File: src/rtl/mux_rr_arbiter.sv
// Round-robin arbiter and sequencer for the 4:1 select mux: picks a winner among
// four requesters, loads its data into a registered output, and hands it off with valid/ready.
module mux_rr_arbiter #(
    parameter int unsigned WIDTH = 8,
    parameter int unsigned BURST = 4
) (
    input  logic             clk,
    input  logic             rst_n,
    input  logic [3:0]       req,
    input  logic [WIDTH-1:0] dA,
    input  logic [WIDTH-1:0] dB,
    input  logic [WIDTH-1:0] dC,
    input  logic [WIDTH-1:0] dD,
    output logic [3:0]       ack,
    output logic [WIDTH-1:0] out_data,
    output logic             out_valid,
    input  logic             out_ready,
    output logic [1:0]       sel,
    output logic [3:0]       gnt
);

    localparam int unsigned CNT_W = (BURST > 1) ? $clog2(BURST) : 1;

    typedef enum logic {
        EMPTY = 1'b0,
        FULL  = 1'b1
    } state_t;

    state_t           state, state_next;
    logic [1:0]       owner, owner_next;
    logic [CNT_W-1:0] cnt, cnt_next;
    logic [WIDTH-1:0] data_next;
    logic [1:0]       sel_next;
    logic [3:0]       gnt_next;

    logic             load;
    logic             keep;
    logic             found;
    logic [1:0]       scan_idx;
    logic [1:0]       scan_win;
    logic [1:0]       win;

    // State and datapath registers
    always_ff @(posedge clk) begin
        if (!rst_n) begin
            state    <= EMPTY;
            owner    <= 2'd3;
            cnt      <= '0;
            out_data <= '0;
            sel      <= 2'd0;
            gnt      <= 4'd0;
        end else begin
            state    <= state_next;
            owner    <= owner_next;
            cnt      <= cnt_next;
            out_data <= data_next;
            sel      <= sel_next;
            gnt      <= gnt_next;
        end
    end

    assign out_valid = (state == FULL);

    // Arbitration, next-state and ack
    always_comb begin
        state_next = state;
        owner_next = owner;
        cnt_next   = cnt;
        data_next  = out_data;
        sel_next   = sel;
        gnt_next   = gnt;
        ack        = 4'd0;
        found      = 1'b0;
        scan_idx   = owner;
        scan_win   = owner;

        load = (|req) && ((state == EMPTY) || out_ready);
        // The owner only retains the channel across back-to-back loads, never after a drain.
        keep = (state == FULL) && req[owner] && (cnt < CNT_W'(BURST - 1));

        for (int i = 1; i <= 4; i++) begin
            scan_idx = owner + 2'(i);
            if (!found && req[scan_idx]) begin
                found    = 1'b1;
                scan_win = scan_idx;
            end
        end

        win = keep ? owner : scan_win;

        if (load) begin
            state_next = FULL;
            owner_next = win;
            cnt_next   = keep ? CNT_W'(cnt + 1'b1) : '0;
            sel_next   = win;
            gnt_next   = 4'(4'd1 << win);
            ack        = 4'(4'd1 << win);
            case (win)
                2'd0:    data_next = dA;
                2'd1:    data_next = dB;
                2'd2:    data_next = dC;
                default: data_next = dD;
            endcase
        end else if ((state == FULL) && out_ready) begin
            state_next = EMPTY;
            gnt_next   = 4'd0;
        end

        if (!rst_n) begin
            ack = 4'd0;
        end
    end

endmodule
File: config.mk
export PLATFORM = sky130hd
export DESIGN_NAME = mux_rr_arbiter
export DESIGN_NICKNAME = d
export VERILOG_FILES = /design/src/rtl/mux_rr_arbiter.sv
export SDC_FILE = /design/constraint.sdc
export NUM_CORES = 1
export LEC_CHECK = 0
export ABC_AREA = 1
export CAP_MARGIN = 20
export CORE_MARGIN = 4
export CORE_UTILIZATION = 44
export CTS_CLUSTER_SIZE = 14
export DETAILED_ROUTE_END_ITERATION = 8
export GPL_ROUTABILITY_DRIVEN = 0
export PLACE_DENSITY_LB_ADDON = 0.12
export SLEW_MARGIN = 20
export SYNTH_ARGS = -nofsm -noshare
export SYNTH_HDL_FRONTEND = slang
export SYNTH_SLANG_ARGS = --single-unit
File: constraint.sdc
create_clock -name clk -period 2.8 [get_ports clk]
set_input_delay 0.84 -clock clk [delete_from_list [all_inputs] [get_ports clk]]
set_output_delay 0.84 -clock clk [all_outputs]
set_load 0.005 [all_outputs]
==> impl_metrics.toml <==
[routing]
wl_per_cell_um = 14.90
vias_per_cell = 5.133
ant_nets = 0
firstDrtPassIters = 4
finalWirelength_mm = 5.617
post-route-drc-count = 0
via_count = 1935
drt_iter0_drc = 147

[die]
ios = 58
core.rowCount = 20
start_util_pct = 47.74
die_h_um = 66.49
core_um2 = 3153
die_w_um = 66.49
dieArea_um2 = 4421

[yosys]
synth_top_family_by_area = "simple AND/OR/NAND/NOR gates"
yosys.area.top_type_share_pct = 25.27
synth_nets = 279
synthTopCellsByArea = "dfxtp_1 25%, nand2_1 18%, nand3_1 9.0%"
synthTopCellsByCount = "74 x nand2_1, 31 x inv_1, 27 x nand3_1, 19 x dfxtp_1, 15 x nand2_2"
muxShareOfSynthArea_pct = 0
synth_enable_flop_cells = 0
synth_cell_type_count = 24
synth_ff_type = "dfxtp_1"
yosys_warnings = 0
synthesis.area_um2 = 1505
synthXorXnorAreaFrac_pct = 0
ys_ff_latch = 19
synth_compound_area_share_pct = 8.978
yosysTopAreaCell = "dfxtp_1"
yosysMostFrequentCell = "nand2_1"
avgSynthCellArea_um2 = 6.298
ys_seq_area_share_pct = 25.27
synth-simple-area-share_pct = 50.71
synth_fa_ha_area_share_pct = 0.8313
async_reset_ff_share_pct = 0
synthCells = 239

[power]
switching_share_pct = 49.49
p_seq_share_pct = 12.3
p_int_mw = 1.878
p_clk_share_pct = 4.1
p_comb_share_pct = 83.6
cellPowerDensity_nw_per_um2 = 1429
switchingPower_mw = 1.840
irDropWorstVdd_mv = 0.8245
p_leak_nw = 1.308

[sta]
max-slew-margin-rel_pct = 70.92
hold_viol = 0
rsz0062_at_grt = "yes"
period_minus_slack_ps = 3114
setup_ws_ps = -313.8
drv_slew = 0
post-route-period-util_pct = 111.2
worstMarginPinSlew_ps = 431.6
skew_ps = 2.721
whs_ps = 456.4
max_freq_mhz = 321.1
setup_viol = 4

[place]
dp_hpwl_mm = 3.327
dpl_worst_slack_ps = -1006
port_buffers = 57

[cts]
clk_latency_ps = 310
clock_sinks = 19
htree_levels = 1
numCtsBuffers = 3
clk_pin_slew_ps = 120
postCtsHoldBufs = 0
clock_path_buffers = 2
cts-root-buf = "clkbuf_4"
tritoncts = "done"

[global_routing]
grt_max_degree = 18
grt_pass1_wl_mm = 7.389
overflow = 0
grt_pass1_vias = 1638
antenna_found_initial = 0
grt_use_total_pct = 21.48

[critical_path]
cp_max_fo = 4
critPathTopFamily = "simple AND/OR/NAND/NOR gates"
cp_data_arrival_time_ps = 2270
critPathSlowestCell = "nand4_1"
start_kind = "primary input"
worstSetupEndpointType = "output pin"
crit_type = "primary input to output pin"
critPathMostFrequentCell = "nand2_4"
slowest_delay_ps = 170
cp.required_ps = 1960
cp_cell_sequence = "buf_6 -> inv_2 -> nand2_1 -> nand3_2 -> nand2_4 -> nor2_8 -> nand2_4 -> nand4_1 -> nand2_4 -> buf_6 -> nor2_4 -> inv_2 -> nor2_2 -> buf_2"
critPathBufInv = 5

[status]
violations = "setup timing"
status = "finished, violations left"

[cells_and_area]
diodes = 0
fin_util_pct = 82.54
area_delta_synth_final_pct = 72.90
drive_gt1_share_pct = 36.04
finalNetCount = 374
nFillCells = 207

[job]
max_cap_violations = 0

[worst_hold_path]
min_path_type = "register to register"
==> layout by cell type, fill, tap and decap left out, types with 5 or more instances in the layout <==
master | netlist | routed
nand2_2 | 15 | 18
dfxtp_1 | 19 | 17
buf_4 | 2 | 37
nand3_1 | 27 | 22
nand2_4 | 7 | 17
nand3_2 | 1 | 5
inv_2 | 5 | 8
o22ai_1 | 6 | 6
clkdlybuf4s50_1 | 0 | 49
o21ai_0 | 6 | 6
nand2_1 | 74 | 61
nand3b_1 | 8 | 8
inv_1 | 31 | 26
nor2_2 | 3 | 7
o21ai_1 | 7 | 6
==> kinds of logic after synthesis <==
kind of cell | after synthesis
adder cells (fa/ha/maj) | 1
buffers and inverters | 45
AO/OA/AOI/OAI | 25
flip-flops | 19
AND/OR/NAND/NOR | 149
==> power by group through the flow <==
| stage | registers (mW) | logic (mW) | clock network [mW] |
|---|---|---|---|
| finish | 0.457 | 3.11 | 0.152 |
| global route | 0.467 | 3.34 | 0.162 |
| CTS | 0.436 | 2.60 | 0.151 |
| detailed placement | 0.436 | 2.31 | 0 |
| global placement | 0.436 | 2.28 | 0 |
| floorplan | 0.435 | 1.58 | 0 |
==> routing by layer <==
metal / vias up / part of all wire (%) / track usage (%)
met5: - / 0 / 0
met4: 0 / 3.4 / 6.853
met3: 16 / 7.4 / 5.228
met2: 84 / 50 / 35.44
met1: 900 / 39 / 27.26
li1: 935 / - / -
==> state kept, by name (all words and copies together) (netlist names) <==
signal     cells
out_valid      1
out_data       8
owner          2
cnt            2
gnt            4
sel            2
==> timing repair <==
item | in CTS | in global routing
endpoints found under the hold margin | 0 | 0
setup endpoints to repair | 4 | 4
gates resized for setup | 63 | 37
setup buffers | 7 | 9
pin swaps | 20 | 27
gates cloned | 0 | 1
==> stage by stage <==
stage | std cells | power, mW | TNS (ps) | instance area, µm²
2_1_floorplan | 239 | 2.017 | 0 | 1505
3_3_place_gp | 356 | 2.718 | -3859 | 2240
3_5_place_dp | 356 | 2.741 | -3996 | 2240
4_1_cts | 367 | 3.189 | -423.9 | 2404
5_1_grt | 377 | 3.969 | -1280 | 2603
6_report | 377 | 3.719 | -998.0 | 2603
==> path summary, 6_finish.rpt <==
path | slack, ps | from | cells past startpoint | endpoint
min reg2reg | 460 | out_data[5]$_SDFFE_PN0P_ | 2 | out_data[5]$_SDFFE_PN0P_
max | -310 | req[2] | 14 | ack[1]
max reg2reg | 480 | owner[0]$_SDFFE_PN1P_ | 18 | out_data[6]$_SDFFE_PN0P_
min | 460 | out_data[5]$_SDFFE_PN0P_ | 2 | out_data[5]$_SDFFE_PN0P_
==> layout make-up <==
class,instances,area [µm²],share of cell area [%]
Tap cell,44,55.05,2.115
Multi-Input combinational cell,175,1051,40.38
Sequential cell,19,385.4,14.81
Timing Repair Buffer,99,928.4,35.67
Inverter,36,155.1,5.962
Clock inverter,1,5.005,0.1923
Clock buffer,3,22.52,0.8654
==> worst reg2reg max path: stages (launching register included) <==
cell and delay, ps:
dfxtp_4 440, buf_8 150, nand2_1 70, nand2_2 120, nand2_1 80, nand2_2 110
nor2_4 60, nand2_4 80, nand4_1 180, nand2_4 160, buf_6 120, nor2_4 40
buf_4 120, buf_4 110, buf_4 150, nand2_1 60, nand3_1 70, nand2_1 70
nand2_1 40
No activity file was read; power rests on OpenSTA's default activity.
